### src/rtl/m_spi_master.sv
// SPI mode-0 master (CPOL=0, CPHA=0): one MSB-first 8-bit frame per accepted start,
// framed by SS setup/hold times and followed by a fixed SS-high gap.
module m_spi_master #(
  parameter int unsigned CLK_DIV  = 4,
  parameter int unsigned SS_SETUP = 2,
  parameter int unsigned SS_HOLD  = 2,
  parameter int unsigned GAP      = 4
) (
  input  logic       clk,
  input  logic       btn_reset,
  input  logic       start,
  input  logic [7:0] tx_data,
  output logic [7:0] rx_data,
  output logic       busy,
  output logic       done,
  output logic       SCLK,
  output logic       MOSI,
  output logic       SS,
  input  logic       MISO
);

  typedef enum logic [2:0] {
    ST_IDLE  = 3'd0,
    ST_SETUP = 3'd1,
    ST_XFER  = 3'd2,
    ST_HOLD  = 3'd3,
    ST_GAP   = 3'd4
  } state_t;

  localparam logic [7:0] HP_LAST    = 8'(CLK_DIV - 1);
  localparam logic [3:0] SETUP_LAST = 4'(SS_SETUP - 1);
  localparam logic [3:0] HOLD_LAST  = 4'(SS_HOLD - 1);
  localparam logic [3:0] GAP_LAST   = 4'(GAP - 1);

  state_t     state_q, state_d;
  logic [7:0] hp_cnt_q, hp_cnt_d;
  logic [2:0] bit_cnt_q, bit_cnt_d;
  logic [3:0] ph_cnt_q, ph_cnt_d;
  // Holds only the bits not yet on MOSI; MOSI itself is a separate flop.
  logic [6:0] tx_shift_q, tx_shift_d;
  logic [7:0] rx_shift_q, rx_shift_d;
  logic [7:0] rx_data_q, rx_data_d;
  logic       sclk_q, sclk_d;
  logic       mosi_q, mosi_d;
  logic       ss_q, ss_d;
  logic       busy_q, busy_d;
  logic       done_q, done_d;

  assign rx_data = rx_data_q;
  assign busy    = busy_q;
  assign done    = done_q;
  assign SCLK    = sclk_q;
  assign MOSI    = mosi_q;
  assign SS      = ss_q;

  // Next-state and registered-output computation for the frame sequencer.
  always_comb begin
    state_d    = state_q;
    hp_cnt_d   = hp_cnt_q;
    bit_cnt_d  = bit_cnt_q;
    ph_cnt_d   = ph_cnt_q;
    tx_shift_d = tx_shift_q;
    rx_shift_d = rx_shift_q;
    rx_data_d  = rx_data_q;
    sclk_d     = sclk_q;
    mosi_d     = mosi_q;
    ss_d       = ss_q;
    busy_d     = busy_q;
    done_d     = 1'b0;

    case (state_q)
      ST_IDLE: begin
        if (start) begin
          state_d    = ST_SETUP;
          tx_shift_d = tx_data[6:0];
          mosi_d     = tx_data[7];
          rx_shift_d = 8'h00;
          ss_d       = 1'b0;
          busy_d     = 1'b1;
          ph_cnt_d   = 4'd0;
        end else begin
          mosi_d = 1'b0;
          ss_d   = 1'b1;
          busy_d = 1'b0;
        end
      end
      ST_SETUP: begin
        if (ph_cnt_q == SETUP_LAST) begin
          state_d   = ST_XFER;
          ph_cnt_d  = 4'd0;
          hp_cnt_d  = 8'd0;
          bit_cnt_d = 3'd0;
        end else begin
          ph_cnt_d = ph_cnt_q + 4'd1;
        end
      end
      ST_XFER: begin
        if (hp_cnt_q == HP_LAST) begin
          hp_cnt_d = 8'd0;
          if (!sclk_q) begin
            sclk_d     = 1'b1;
            rx_shift_d = {rx_shift_q[6:0], MISO};
          end else begin
            sclk_d = 1'b0;
            // The 8th falling edge leaves MOSI on bit 0 through the hold time.
            if (bit_cnt_q == 3'd7) begin
              bit_cnt_d = 3'd0;
              state_d   = ST_HOLD;
            end else begin
              bit_cnt_d  = bit_cnt_q + 3'd1;
              mosi_d     = tx_shift_q[6];
              tx_shift_d = {tx_shift_q[5:0], 1'b0};
            end
          end
        end else begin
          hp_cnt_d = hp_cnt_q + 8'd1;
        end
      end
      ST_HOLD: begin
        if (ph_cnt_q == HOLD_LAST) begin
          state_d   = ST_GAP;
          ph_cnt_d  = 4'd0;
          ss_d      = 1'b1;
          mosi_d    = 1'b0;
          rx_data_d = rx_shift_q;
          done_d    = 1'b1;
        end else begin
          ph_cnt_d = ph_cnt_q + 4'd1;
        end
      end
      ST_GAP: begin
        if (ph_cnt_q == GAP_LAST) begin
          state_d  = ST_IDLE;
          ph_cnt_d = 4'd0;
          busy_d   = 1'b0;
        end else begin
          ph_cnt_d = ph_cnt_q + 4'd1;
        end
      end
      default: begin
        state_d  = ST_IDLE;
        ph_cnt_d = 4'd0;
        hp_cnt_d = 8'd0;
        sclk_d   = 1'b0;
        mosi_d   = 1'b0;
        ss_d     = 1'b1;
        busy_d   = 1'b0;
      end
    endcase
  end

  // State and output registers; reset idles the bus with SS high.
  always_ff @(posedge clk or negedge btn_reset) begin
    if (!btn_reset) begin
      state_q    <= ST_IDLE;
      hp_cnt_q   <= 8'd0;
      bit_cnt_q  <= 3'd0;
      ph_cnt_q   <= 4'd0;
      tx_shift_q <= 7'd0;
      rx_shift_q <= 8'h00;
      rx_data_q  <= 8'h00;
      sclk_q     <= 1'b0;
      mosi_q     <= 1'b0;
      ss_q       <= 1'b1;
      busy_q     <= 1'b0;
      done_q     <= 1'b0;
    end else begin
      state_q    <= state_d;
      hp_cnt_q   <= hp_cnt_d;
      bit_cnt_q  <= bit_cnt_d;
      ph_cnt_q   <= ph_cnt_d;
      tx_shift_q <= tx_shift_d;
      rx_shift_q <= rx_shift_d;
      rx_data_q  <= rx_data_d;
      sclk_q     <= sclk_d;
      mosi_q     <= mosi_d;
      ss_q       <= ss_d;
      busy_q     <= busy_d;
      done_q     <= done_d;
    end
  end

endmodule
### config.mk
export PLATFORM = sky130hd
export DESIGN_NAME = m_spi_master
export DESIGN_NICKNAME = d
export VERILOG_FILES = /design/src/rtl/m_spi_master.sv
export SDC_FILE = /design/constraint.sdc
export NUM_CORES = 1
export LEC_CHECK = 0
export ABC_AREA = 1
export CAP_MARGIN = 30
export CORE_UTILIZATION = 30
export DETAILED_ROUTE_END_ITERATION = 16
export GPL_ROUTABILITY_DRIVEN = 0
export PLACE_DENSITY_LB_ADDON = 0.1
export SLEW_MARGIN = 30
export SYNTH_ARGS = -nofsm -noshare
export SYNTH_HDL_FRONTEND = slang
export SYNTH_SLANG_ARGS = --single-unit
### constraint.sdc
create_clock -name clk -period 2.5 [get_ports clk]
set_input_delay 0.25 -clock clk [delete_from_list [all_inputs] [get_ports clk]]
set_output_delay 0.25 -clock clk [all_outputs]
set_load 0.01 [all_outputs]
==> results of run 1 <==
## what timing repair did
action | in CTS | in global routing
buffers inserted | 0 | 0
endpoints found under the hold margin | 15 | 0
hold buffers | 1 | 0
## power groups by stage
stage	Sequential (mW)	Clock (mW)	Combinational, mW
2_1_floorplan	0.768	0	0.00519
3_3_place_gp	0.769	0	0.0427
3_5_place_dp	0.769	0	0.0421
4_1_cts	0.755	0.576	0.0433
5_1_grt	0.756	0.594	0.0476
6_report	0.754	0.554	0.0408
## layer usage
metal / vias up / global-route usage (%) / wire length (microns)
met5: - / 0 / 0
met2: 23 / 21.97 / 2358
met1: 858 / 17.68 / 2479
li1: 949 / - / -
met4: 0 / 4.032 / 45
met3: 4 / 2.694 / 120
## cell usage after synthesis, types with 2 or more instances
master | number | share of area [%]
inv_1 | 19 | 3.0
dfrtp_1 | 45 | 48
buf_6 | 2 | 0.96
or2_1 | 3 | 0.80
o21ai_0 | 19 | 4.0
ha_1 | 5 | 2.7
inv_2 | 5 | 0.80
nor2_1 | 13 | 2.1
xor2_1 | 3 | 1.1
or2_0 | 2 | 0.53
nand2_2 | 3 | 0.80
nand3_1 | 12 | 2.6
o21ai_2 | 5 | 1.9
nor3_1 | 3 | 0.64
nand2_4 | 3 | 1.4
or2_2 | 4 | 1.1
nor2_2 | 2 | 0.53
o211ai_1 | 2 | 0.64
a21oi_1 | 5 | 1.1
o21ai_1 | 6 | 1.3
nand4_1 | 2 | 0.53
o22ai_1 | 2 | 0.53
buf_4 | 2 | 0.64
nand2_1 | 103 | 16
## how the worst max path moves through the flow
stage / depth (start not counted) / from / slack, ps / end
after floorplan: 7 / bit_cnt_q[0]$_DFFE_PN0P_ / 1090 / tx_shift_q[6]$_DFFE_PN0P_
after global placement: 8 / hp_cnt_q[0]$_DFFE_PN0P_ / 890 / bit_cnt_q[2]$_DFFE_PN0P_
after detailed placement: 7 / start / 900 / MOSI$_DFFE_PN0P_
after CTS: 1 / SS$_DFFE_PN1P_ / 850 / SS
after global routing: 9 / hp_cnt_q[0]$_DFFE_PN0P_ / 730 / rx_shift_q[3]$_DFFE_PN0P_
final: 1 / SS$_DFFE_PN1P_ / 880 / SS
## final cells by class
cell class	instances	area share, %
clock inverter	3	1.440
clock buffer	5	2.475
sequential	46	41.45
timing repair buffer	27	9.361
multi-input combinational	204	37.26
tap	99	4.455
inverter	25	3.555
## sequential cells by signal, summed over array words and instances, names as in the netlist, 3 cells and up
signal,count
bit_cnt_q,3
rx_data,8
tx_shift_q,7
hp_cnt_q,8
rx_shift_q,8
ph_cnt_q,4
state_q,3
## cell families (layout without fill, tap and decap cells)
logic type               Yosys count  count (layout)  synth area share [%]
AND/OR/NAND/NOR                  155             155                 30.24
buffers and inverters             31              60                 6.869
flip-flops                        46              46                 49.04
XOR/XNOR                           3               3                 1.118
adder cells (fa/ha/maj)            5               5                 2.662
AO/OA/AOI/OAI                     41              41                 10.06
==> summary.txt, run 1 <==
Critical path
  • Worst Path Required: 2250 ps
  • Crit-path max FO: 2
  • Critical Path Sink Type: primary output
  • Number of buffers and inverters on the critical path: 1
  • Startpoint of the worst register-to-register path: hp_cnt_q[0]$_DFFE_PN0P_
  • Crit path max-delay family: flip-flops
  • Critical path data arrival time: 1370 ps
  • Reg2reg setup slack: 910 ps
  • Reg2reg path depth: 8
  • Kind of critical path: flop to primary output
  • Slowest CP cell: dfstp_2
  • R2r endpoint: tx_shift_q[1]$_DFFE_PN0P_
  • CP peak stage delay: ~550 ps
  • CP cell instances: clkdlybuf4s50_1
  • Startpoint Class: flop

Synthesis
  • Mean Syn Cell Area: 8.362 sq um
  • Post-synth EDFFs: 0
  • Sequential cell area fraction in the yosys report: around half
  • Cell count after synthesis: roughly 280
  • Synth cell types: 35
  • Post-Syn Area: 0.002350 sq mm
  • Async SR Flop Fraction: 100.0%
  • Ys flop type: dfrtp_1
  • Synthesis Warnings: 0
  • Synthesized flop and latch total: between 40 and 50
  • Post-Syn Nets: 298

Finish
  • Filler instances: 772
  • Final Core Density: 37.53%
  • Multi-input gate area: 0.001036 sq mm
  • Most common cell after layout, fill and taps aside: nand2_1
  • Sequential Area: about 0.0012 sq mm
  • Area grow syn2layout: 18.32%
  • Layout cells sized above 1: 12.58%
  • N_diodes: 0
  • Most frequent cells in the layout: 103 x nand2_1, 45 x dfrtp_1, 23 x clkdlybuf4s50_1
  • Finished Layout Cells: 409
  • Final instance area: between 0.002 and 0.003 sq mm
  • Final net count: 326

STA
  • Setup TNS Final: 0 ps
  • Setup ws final: 882.2 ps
  • Fin crit period: 1618 ps
  • Fmax: 0.6181 GHz
  • Setup violators final: 0
  • RSZ-0062 raised after global routing: no
  • Max_slew headroom: between 70% and 80%
  • Hold_ws: 390.3 ps
  • Final hold viol count: 0
  • Worst-margin pin slew: roughly 440 ps
  • Setup Skew: 5.277 ps
  • Max-slew violation count: 0
  • Final Cycle Share: 64.71%

Placed design
  • Post-DP Area: 0.002661 sq mm
  • # placed instances: 400
  • HPWL after detailed placement: 3607 microns
  • Port Buffer Count: 24
  • Pre-CTS WS: 897.4 ps

Power
  • Sw Pwr: 0.2848 mW
  • Cell-internal power: between 1 and 1.5 mW
  • Maximum vdd drop: 0.3151 mV
  • Tot Pwr: about 1.3 mW
  • Leakage: ~1.3 nW
  • Clk pwr share: 41.1%
  • Comb pwr share: roughly 3.0%
  • Sequential share of power: between 50% and 60%
  • Switching Share: 21.11%
  • Pwr dens: 485.3 mW/mm^2

Detailed routing
  • Iter 0 DRT Violations: 83
  • Routed vias/inst: 4.484
  • Drt pass-1 iters: 4
  • Post-DRT Antenna Nets: 0
  • Wire length per cell: about 12 microns
  • Post-route DRC: 0
  • Via Count: 1,834
  • Total wire length: 5004 microns

Global routing
  • Initial antenna violation count: 0
  • Vias in the first global route: 1,812
  • Global route overflow: 0
  • Combined global-route utilization of all metal layers: a little over an eighth
  • First-pass GRT wire length: 8769 microns
  • Largest net degree at the start of global routing: 32

Floorplanning
  • Num rows: 31
  • Die width: 90.50 microns
  • I/O Pins: 25
  • Die Ht: 90.50 microns
  • Initial Util: 31.72%
  • Core ar.: 0.007408 sq mm
  • Die Footprint: around 0.0082 sq mm

CTS
  • CTS clk-pin slew, worst paths: 90 ps
  • CTS sink count: 46
  • Total CTS buffers: 5
  • TritonCTS clock tree: yes
  • CTS H-tree lvls: 2
  • Clk_lat worst skew: roughly 300 ps
  • Cts repair resizes: 0
  • Clock buffer depth: 2
  • Root Buffer: clkbuf_8

Worst hold path
  • Min-delay worst type: input pin to asynchronous set/reset pin

Outcome
  • Status: completed

Run
  • MaxCap Viol Count: 0
(Power assumes the default switching activity.)
==> inputs of run 2 (changes only) <==
==> constraint.sdc (replaced) <==
create_clock -name clk -period 1.52 [get_ports clk]
set_input_delay 0.152 -clock clk [delete_from_list [all_inputs] [get_ports clk]]
set_output_delay 0.152 -clock clk [all_outputs]
set_load 0.01 [all_outputs]
==> run 2 against run 1 <==
Die area is the same. Hold slack lost 24 ps. Utilization grew 4.7 points. Critical path type is now flop to flop. Flip-flop and latch count is the same. Critical path depth grew 5.
==> summary.txt, run 2 (synthesis results as in run 1) <==
Outcome
  • Status: completed (unchanged)

Finish
  • Final net count: 354 (was 326)
  • Layout cells sized above 1: 26.92% (was 12.58%)
  • Most common cell after layout, fill and taps aside: nand2_1 (unchanged)
  • Finished Layout Cells: 437 (was 409)
  • Final instance area: 0.003127 sq mm (was 0.002780 sq mm)
  • N_diodes: 0 (unchanged)
  • Most frequent cells in the layout: 89 x nand2_1, 42 x dfrtp_1, 26 x buf_4 (was 103 x nand2_1, 45 x dfrtp_1, 23 x clkdlybuf4s50_1)
  • Area grow syn2layout: 33.07% (was 18.32%)

Global routing
  • Global route overflow: 0 (unchanged)
  • GRT met3 Usage: 2.694% (unchanged)
  • M2 GR Usage: 22.92% (was 21.97%)
  • Vias in the first global route: 1,884 (was 1,812)
  • Combined global-route utilization of all metal layers: 13.96% (was 13.38%)
  • First-pass GRT wire length: 9190 microns (was 8769 microns)
  • Largest net degree at the start of global routing: 25 (was 32)
  • Busiest grt layer: met2 (unchanged)
  • Initial antenna violation count: 0 (unchanged)
  • Met1 usage: 18.59% (was 17.68%)

STA
  • Final hold viol count: 0 (unchanged)
  • Hold_ws: 366.5 ps (was 390.3 ps)
  • Setup violators final: 0 (unchanged)
  • Final Cycle Share: slightly below 100%
  • Setup ws final: 27.52 ps (was 882.2 ps)
  • Max-slew violation count: 0 (unchanged)
  • Setup Skew: 6.931 ps (was 5.277 ps)
  • Max_slew headroom: 78.56% (was 70.88%)
  • Worst-margin pin slew: 321.5 ps (was 436.8 ps)
  • Fin crit period: 1492 ps
  • Fmax: 0.6700 GHz
  • RSZ-0062 raised after global routing: yes (was no)

Power
  • Leakage: 1.471 nW (was 1.324 nW)
  • Pwr dens: 721.7 mW/mm^2 (was 485.3 mW/mm^2)
  • Maximum vdd drop: 0.3719 mV (was 0.3151 mV)

Floorplanning
  • Die Footprint: 0.008190 sq mm (unchanged)
  • Die Ht: 90.50 microns (unchanged)
  • Num rows: 31 (unchanged)
  • Initial Util: 31.72% (unchanged)
  • Die width: 90.50 microns (unchanged)
  • I/O Pins: 25 (unchanged)
  • Core ar.: 0.007408 sq mm (unchanged)

Critical path
  • Crit-path max FO: 7 (was 2)
  • Reg2reg setup slack: 30 ps (was 910 ps)
  • CP peak stage delay: 400 ps (was 550 ps)
  • CP cell instances: ha_1 > ha_2 > o21ai_4 > nand3_4 > nand2_1 > o21ai_1 (was clkdlybuf4s50_1)
  • Slowest CP cell: dfrtp_1 (was dfstp_2)
  • Critical path data arrival time: 1680 ps (was 1370 ps)
  • Worst Path Required: 1710 ps (was 2250 ps)
  • Startpoint Class: flop (unchanged)
  • Critical Path Sink Type: flop (was primary output)
  • Kind of critical path: flop to flop (was flop to primary output)

CTS
  • CTS H-tree lvls: 2 (unchanged)
  • Clk_lat worst skew: 300 ps (about the same)
  • Clock buffer depth: 2 (unchanged)
  • CTS sink count: 46 (unchanged)
  • Root Buffer: clkbuf_8 (unchanged)
  • TritonCTS clock tree: yes (unchanged)
  • Total CTS buffers: 5 (unchanged)
  • CTS clk-pin slew, worst paths: 100 ps (was 90 ps)

Detailed routing
  • Routed vias/inst: 4.435 (was 4.484)
  • Drt pass-1 iters: 4 (unchanged)
  • Wire length per cell: 12.44 microns (was 12.23 microns)
  • Post-route DRC: 0 (unchanged)
  • Post-DRT Antenna Nets: 0 (unchanged)
  • Via Count: 1,938 (was 1,834)
  • Iter 0 DRT Violations: 107 (was 83)
  • Total wire length: 5438 microns (was 5004 microns)

Placed design
  • # placed instances: 422 (was 400)
  • Port Buffer Count: 24 (unchanged)
  • Pre-CTS WS: 1.889 ps (was 897.4 ps)
  • Post-DP Area: 0.002839 sq mm (was 0.002661 sq mm)
  • HPWL after detailed placement: 3784 microns (was 3607 microns)

Worst hold path
  • Min-delay worst type: input pin to asynchronous set/reset pin (unchanged)

Run
  • MaxCap Viol Count: 0 (unchanged)
run 2: changes by cell type in the layout (fill, tap and decap cells not counted), sizes merged:
cell           change
buf               +27
clkdlybuf4s50      -1
clkinv             -1
clkinvlp           +2
dlygate4sd2        +1
inv                -1
nand3              +1
run 2: cell type report:
type                       count  area, sq um
fill                         743         4282
multi-input combinational    205         1136
sequential                    46         1156
clock buffer                   5        68.82
clock inverter                 3        45.04
timing repair buffer          54        490.5
inverter                      25        106.4
tap                           99        123.9
run 2: layer usage:
layer | wire, microns | up-vias
met2 | 2591 | 20
met4 | 31 | 0
met1 | 2674 | 908
li1 | - | 1008
met5 | 0 | -
met3 | 140 | 2
run 2: critical path: cells and delay by family (launching register included):
kind / cells / cell delay, ps
compound gates: 2 / 300
fa+ha+maj: 2 / 390
flops: 1 / 400
simple gates: 2 / 280
run 2: final timing paths:
check,startpoint,end,depth (start not counted)
worst min register to register,SS$_DFFE_PN1P_,SS$_DFFE_PN1P_,2
worst max register to register,bit_cnt_q[0]$_DFFE_PN0P_,tx_shift_q[6]$_DFFE_PN0P_,6
worst max-delay path,bit_cnt_q[0]$_DFFE_PN0P_,tx_shift_q[6]$_DFFE_PN0P_,6
min in group clk,MISO,rx_shift_q[0]$_DFFE_PN0P_,3
worst min-delay path,btn_reset,hp_cnt_q[6]$_DFFE_PN0P_,3
max in group asynchronous,btn_reset,SS$_DFFE_PN1P_,3
run 2: timing repair:
action                     4_1_cts  5_1_grt
gates resized for setup          4       31
cloned                           1        0
hold buffers                     1        0
setup buffers                    0        5
setup endpoints to repair        4       41
hold endpoints to repair        45        0
pin swaps                        1       12
run 2: power by group:
part / internal, mW / switching [mW] / leakage (nW) / total, mW
Clock: 0.490 / 0.457 / 0.0504 / 0.947
Combinational: 0.0338 / 0.0351 / 0.830 / 0.0689
Sequential: 1.23 / 0.00769 / 0.591 / 1.24
Total: 1.76 / 0.500 / 1.47 / 2.26
run 2: per-stage QoR:
stage / TNS, ps / util [%] / total power, mW
2_1_floorplan: 0 / - / 1.272
3_3_place_gp: 0 / 38.32 / 1.337
3_5_place_dp: 0 / 38.32 / 1.336
4_1_cts: -4.374 / 40.38 / 2.287
5_1_grt: -864.4 / 42.21 / 2.340
6_report: 0 / 42.21 / 2.257
